### src/rtl/mvm_job_sequencer.sv
// Host-side job sequencer for the mvm_8_8_20_1 matrix-vector multiplier.
// Holds the host-loaded matrix and vector and streams them into the MVM,
// in either order. It then starts the core, waits for done with a timeout
// and captures the K results into a registered read port.
module mvm_job_sequencer #(
    parameter int K       = 8,
    parameter int B       = 8,
    parameter int TIMEOUT = 1024
) (
    input  logic                   clk,
    input  logic                   reset,
    input  logic                   wr_en,
    input  logic                   wr_sel,
    input  logic [$clog2(K*K)-1:0] wr_addr,
    input  logic [B-1:0]           wr_data,
    input  logic                   cmd_valid,
    input  logic                   cmd_vec_first,
    output logic                   cmd_ready,
    output logic                   busy,
    output logic                   job_done,
    output logic                   err_timeout,
    input  logic [$clog2(K)-1:0]   rd_addr,
    output logic [2*B-1:0]         rd_data,
    output logic                   mvm_reset,
    output logic                   mvm_loadMatrix,
    output logic                   mvm_loadVector,
    output logic                   mvm_start,
    input  logic                   mvm_done,
    output logic [B-1:0]           mvm_data_in,
    input  logic [2*B-1:0]         mvm_data_out
);
    localparam int MW    = $clog2(K*K);
    localparam int IW    = $clog2(K);
    localparam int CNT_W = $clog2(TIMEOUT + K*K) + 1;

    localparam logic [CNT_W-1:0] MAT_LAST = CNT_W'(K*K - 1);
    localparam logic [CNT_W-1:0] VEC_LAST = CNT_W'(K - 1);
    localparam logic [CNT_W-1:0] TO_LAST  = CNT_W'(TIMEOUT - 1);

    typedef enum logic [3:0] {
        IDLE, MRST, GAP0, PULSE1, STREAM1, GAP1, PULSE2,
        STREAM2, GAP2, START, WAIT, CAPTURE, FINISH
    } state_t;

    state_t state, next_state;

    // cnt restarts at 0 on every state entry; it indexes streams,
    // counts WAIT cycles and selects the result slot in CAPTURE
    logic [CNT_W-1:0] cnt;
    logic             vec_first;
    logic             err;

    logic signed [B-1:0]   mat_buf [K*K];
    logic signed [B-1:0]   vec_buf [K];
    logic signed [2*B-1:0] res_buf [K];

    logic [CNT_W-1:0] first_last, second_last;

    assign first_last  = vec_first ? VEC_LAST : MAT_LAST;
    assign second_last = vec_first ? MAT_LAST : VEC_LAST;

    // state register, phase counter and per-job flags
    always_ff @(posedge clk) begin
        if (reset) begin
            state     <= IDLE;
            cnt       <= '0;
            vec_first <= 1'b0;
            err       <= 1'b0;
        end else begin
            state <= next_state;
            cnt   <= (next_state != state) ? '0 : cnt + CNT_W'(1);
            if (state == IDLE && cmd_valid) begin
                vec_first <= cmd_vec_first;
            end
            if (state == WAIT) begin
                err <= (next_state == FINISH);
            end
        end
    end

    // next-state sequencing and decoded MVM / host outputs
    always_comb begin
        next_state     = state;
        cmd_ready      = 1'b0;
        busy           = (state != IDLE);
        job_done       = 1'b0;
        err_timeout    = 1'b0;
        mvm_reset      = 1'b0;
        mvm_loadMatrix = 1'b0;
        mvm_loadVector = 1'b0;
        mvm_start      = 1'b0;
        mvm_data_in    = '0;
        case (state)
            IDLE: begin
                cmd_ready = 1'b1;
                if (cmd_valid) next_state = MRST;
            end
            MRST: begin
                mvm_reset  = 1'b1;
                next_state = GAP0;
            end
            GAP0:   next_state = PULSE1;
            PULSE1: begin
                mvm_loadVector = vec_first;
                mvm_loadMatrix = ~vec_first;
                next_state     = STREAM1;
            end
            STREAM1: begin
                mvm_data_in = vec_first ? vec_buf[cnt[IW-1:0]] : mat_buf[cnt[MW-1:0]];
                if (cnt == first_last) next_state = GAP1;
            end
            GAP1:   next_state = PULSE2;
            PULSE2: begin
                mvm_loadMatrix = vec_first;
                mvm_loadVector = ~vec_first;
                next_state     = STREAM2;
            end
            STREAM2: begin
                mvm_data_in = vec_first ? mat_buf[cnt[MW-1:0]] : vec_buf[cnt[IW-1:0]];
                if (cnt == second_last) next_state = GAP2;
            end
            GAP2:   next_state = START;
            START: begin
                mvm_start  = 1'b1;
                next_state = WAIT;
            end
            WAIT: begin
                // done is only honoured here, so a level left over from a
                // previous run cannot end the job before start
                if (mvm_done) next_state = CAPTURE;
                else if (cnt == TO_LAST) next_state = FINISH;
            end
            CAPTURE: begin
                if (cnt == VEC_LAST) next_state = FINISH;
            end
            FINISH: begin
                job_done    = 1'b1;
                err_timeout = err;
                next_state  = IDLE;
            end
            default: next_state = IDLE;
        endcase
        // while reset is held the core is kept in reset and everything else is quiet
        if (reset) begin
            cmd_ready      = 1'b0;
            busy           = 1'b0;
            job_done       = 1'b0;
            err_timeout    = 1'b0;
            mvm_reset      = 1'b1;
            mvm_loadMatrix = 1'b0;
            mvm_loadVector = 1'b0;
            mvm_start      = 1'b0;
            mvm_data_in    = '0;
        end
    end

    // operand buffers: host writes land only while idle, including the accept cycle
    always_ff @(posedge clk) begin
        if (wr_en && state == IDLE && !reset) begin
            if (wr_sel) vec_buf[wr_addr[IW-1:0]] <= wr_data;
            else        mat_buf[wr_addr]         <= wr_data;
        end
    end

    // result buffer capture and registered read port
    always_ff @(posedge clk) begin
        if (reset) begin
            for (int i = 0; i < K; i++) res_buf[i] <= '0;
            rd_data <= '0;
        end else begin
            if (state == CAPTURE) res_buf[cnt[IW-1:0]] <= mvm_data_out;
            rd_data <= res_buf[rd_addr];
        end
    end

endmodule

### config.mk
export PLATFORM = sky130hd
export DESIGN_NAME = mvm_job_sequencer
export DESIGN_NICKNAME = d
export VERILOG_FILES = /design/src/rtl/mvm_job_sequencer.sv
export SDC_FILE = /design/constraint.sdc
export NUM_CORES = 1
export LEC_CHECK = 0
export CELL_PAD_IN_SITES_DETAIL_PLACEMENT = 0
export CELL_PAD_IN_SITES_GLOBAL_PLACEMENT = 1
export CORE_MARGIN = 1.5
export CORE_UTILIZATION = 57
export CTS_CLUSTER_DIAMETER = 60
export DETAILED_ROUTE_END_ITERATION = 10
export PLACE_DENSITY_LB_ADDON = 0.15
export RECOVER_POWER = 25
export SYNTH_ARGS = -nofsm -noshare
export SYNTH_HDL_FRONTEND = slang
export SYNTH_SLANG_ARGS = --single-unit
### constraint.sdc
create_clock -name clk -period 4.48 [get_ports clk]
set_input_delay 1.12 -clock clk [delete_from_list [all_inputs] [get_ports clk]]
set_output_delay 1.12 -clock clk [all_outputs]
set_load 0.01 [all_outputs]
==> reports/results.ini <==
[status]
status = complete, but fails checks
failed_checks = capacitance limit, slew limit, setup timing

[die]
design.core.area_mm2 = 0.0523
top_level_ports = 72
initial_core_utilization = 0.575
die_span_x_um = 233
rows = 84
floorplan.die_area_mm2 = 0.0542
die_y_um = 233

[logic_synthesis]
ys_types = 71
ys_async_sr_fraction = 0
yosys_most_used_dff = edfxtp_1
postSynthRegisterBits = 738
syn-num-nets = 1888
cells_after_synth = 1846
postSynthAreaPerCell_um2 = 16.3
synth_enable_flop_cells = 704
yosys_warnings = 0
synth.cell_area_mm2 = 0.0301
register_area_share_after_synthesis = 0.726

[timing]
postLayoutSetupSlackWorst_ns = -0.0537
final-hold-violation-count = 0
grt_setup_unrepaired = true
layout_min_cycle_time_ns = 4.53
finClkSkew_ns = 0.0343
fmax_mhz = 221
finalSetupViolations = 1
totalNegativeSetupSlack_ns = -0.0537
final_max_slew_viol_count = 362
timing.max_slew.rel_slack = -0.811
period_share = 1.01
whs_ns = 0.466
worstMarginPinSlew_ns = 2.72

[global_route]
grt_first_pass_wirelength_um = 124000
initial_antenna_violation_count = 1
final_global_route_overflow_total = 0
grt_pass1_vias = 18400
grt_start_max_net_pins = 52
grt_usage = 0.322

[drt]
initialDrtViolationCount = 2382
route.detailed.vias_per_inst = 6.50
drt_pre_antenna_iters = 6
remaining_drc_errors = 0
wire_per_inst_um = 29.9
postRouteAntennaNets = 0
vias = 18600
drt_wl_total_um = 85500

[clocking]
cts_hold_repair.buffers = 0
cts_tree = yes
worstSkewPairLatency_ns = 0.62
cts_inserted_buffers = 76
cts-htree-levels = 3
clock_tree.buffer_depth = 3
clock_transition_time_at_the_flip_flop_clock_pins_of_the_worst_setup_and_hold_paths_ns = 0.06
cts_root_buf = clkbuf_16
cts.sink_count = 738

[cells_and_area]
post_route_cells_drive_above_1_share = 0.254
seqCellArea_mm2 = 0.0218
layout-area-overhead-vs-synth_pct = 19.4
final_net_count = 2158
multiInputGateArea_mm2 = 0.00806
final.fill_count = 3538
antennaDiodeCount = 0

[setup_path]
critPathMaxFanout = 12
required_time_worst_endpoint_ns = 3.36
critical_path_arrival_ns = 3.41
critical_path.startpoint_type = register
timing.setup.critical_path_class = reg -> out
timing.critical_path.to_type = output pin

[placed_design]
place_congestion = 0.941
detailed_place_hpwl_um = 54900
port_buffers = 71

[job]
max_cap_viols = 8

[power]
power_density_of_the_placed_cells_mw_per_mm2 = 404
p_leak_nw = 12.0
max-vdd-ir-drop_uv = 434

[hold_path]
hold_class = reg -> reg

-- registers in the layout (all words and copies together) (netlist names) --
| signal | cells |
|---|---|
| cnt | 12 |
| res_buf | 128 |
| vec_buf | 64 |
| err | 1 |
| rd_data | 16 |
| state | 4 |
| mat_buf | 512 |
| vec_first | 1 |
-- cell usage after synthesis (all sizes together) (8+ instances only) --
| library cell | n | area [um^2] |
|---|---|---|
| a221oi | 64 | 573 |
| buf | 66 | 409 |
| nor2b | 11 | 68.8 |
| nor2 | 150 | 563 |
| mux2 | 64 | 724 |
| edfxtp | 704 | 21100 |
| a221o | 13 | 130 |
| nand3 | 18 | 90.1 |
| mux4 | 63 | 1420 |
| nand2 | 64 | 240 |
| inv | 12 | 45.0 |
| a22oi | 38 | 285 |
| o221ai | 8 | 70.1 |
| o211ai | 10 | 75.1 |
| dfxtp | 34 | 681 |
| o2bb2ai | 10 | 87.6 |
| a31oi | 18 | 113 |
| o21ai | 42 | 210 |
| and2 | 136 | 851 |
| nor3 | 15 | 85.1 |
| o22ai | 8 | 50.1 |
| clkbuf | 54 | 203 |
| mux2i | 78 | 781 |
| a21oi | 42 | 210 |
-- worst paths after layout --
path | start | to | slack (ns) | depth (start not counted)
worst min register to register | err | err | 0.47 | 2
worst max register to register | state[1] | mat_buf[21][4] | 1.29 | 8
worst max-delay path | cnt[2] | mvm_data_in[4] | -0.05 | 9
worst min-delay path | err | err | 0.47 | 2
-- final cells by class --
class                           instances  share of cell area
Sequential cell                       738               0.608
Multi-Input combinational cell        976               0.224
Inverter                               12             0.00132
Tap cell                              688              0.0240
Clock buffer                          101              0.0573
Clock inverter                         35             0.00728
Timing Repair Buffer                  312              0.0779
-- critical path: stages (launching register included) --
cell	delay, ns
dfxtp_4	0.43
buf_12	0.19
or2_2	0.33
nor2_2	0.11
a2111oi_1	0.45
buf_4	0.23
o41ai_4	0.12
a211oi_2	0.48
a31oi_2	0.19
clkdlybuf4s15_1	0.27
-- through the flow --
stage                     cells  power [mW]  cell area, um^2  utilization  setup WS, ns
after global routing       2862        14.9            35900        0.686       -0.0393
after floorplan            1846        8.18            30100            -          1.14
final                      2862        14.5            35900        0.686       -0.0537
after detailed placement   2701        8.60            32800        0.626        -0.284
after global placement     2701        8.58            32800        0.626        -0.343
after CTS                  2859        14.5            35800        0.684        -0.120
-- report_power, final --
| group | internal (mW) | total, mW | switching (mW) |
|---|---|---|---|
| sequential | 7.61 | 7.64 | 0.0245 |
| clock | 3.41 | 5.96 | 2.55 |
| combinational | 0.347 | 0.905 | 0.558 |
-- per-layer routing --
layer / track usage / routed length, um / vias up
li1: - / - / 7828
met5: 0 / 13 / -
met2: 0.516 / 41000 / 1129
met3: 0.0673 / 8200 / 226
met4: 0.133 / 3600 / 2
met1: 0.432 / 32600 / 9422
-- cell families after synthesis --
logic type      after synthesis  synth area share
compound gates              311            0.0764
buf+inv                     132            0.0218
flops                       738             0.726
fa+ha+maj                     2          0.000832
simple gates                448            0.0753
xor+xnor                     10           0.00291
mux                         205            0.0972
-- cells in the final DEF (no fill, tap or decap), types with 54 or more instances in the layout --
master / n
nor2_1: 144
mux2_2: 62
and2_1: 134
a221oi_1: 56
nand2_1: 62
clkbuf_16: 80
buf_4: 206
mux2i_1: 76
edfxtp_1: 704
mux4_2: 63
clkdlybuf4s50_1: 54
-- what timing repair did --
item                                   CTS  global route
setup buffers                           21             1
pin swaps                               18             8
gates resized for setup                109            22
setup endpoints to repair                8             7
cloned                                   2             2
endpoints found under the hold margin    0             0
Power figures use the tool's default switching activity.
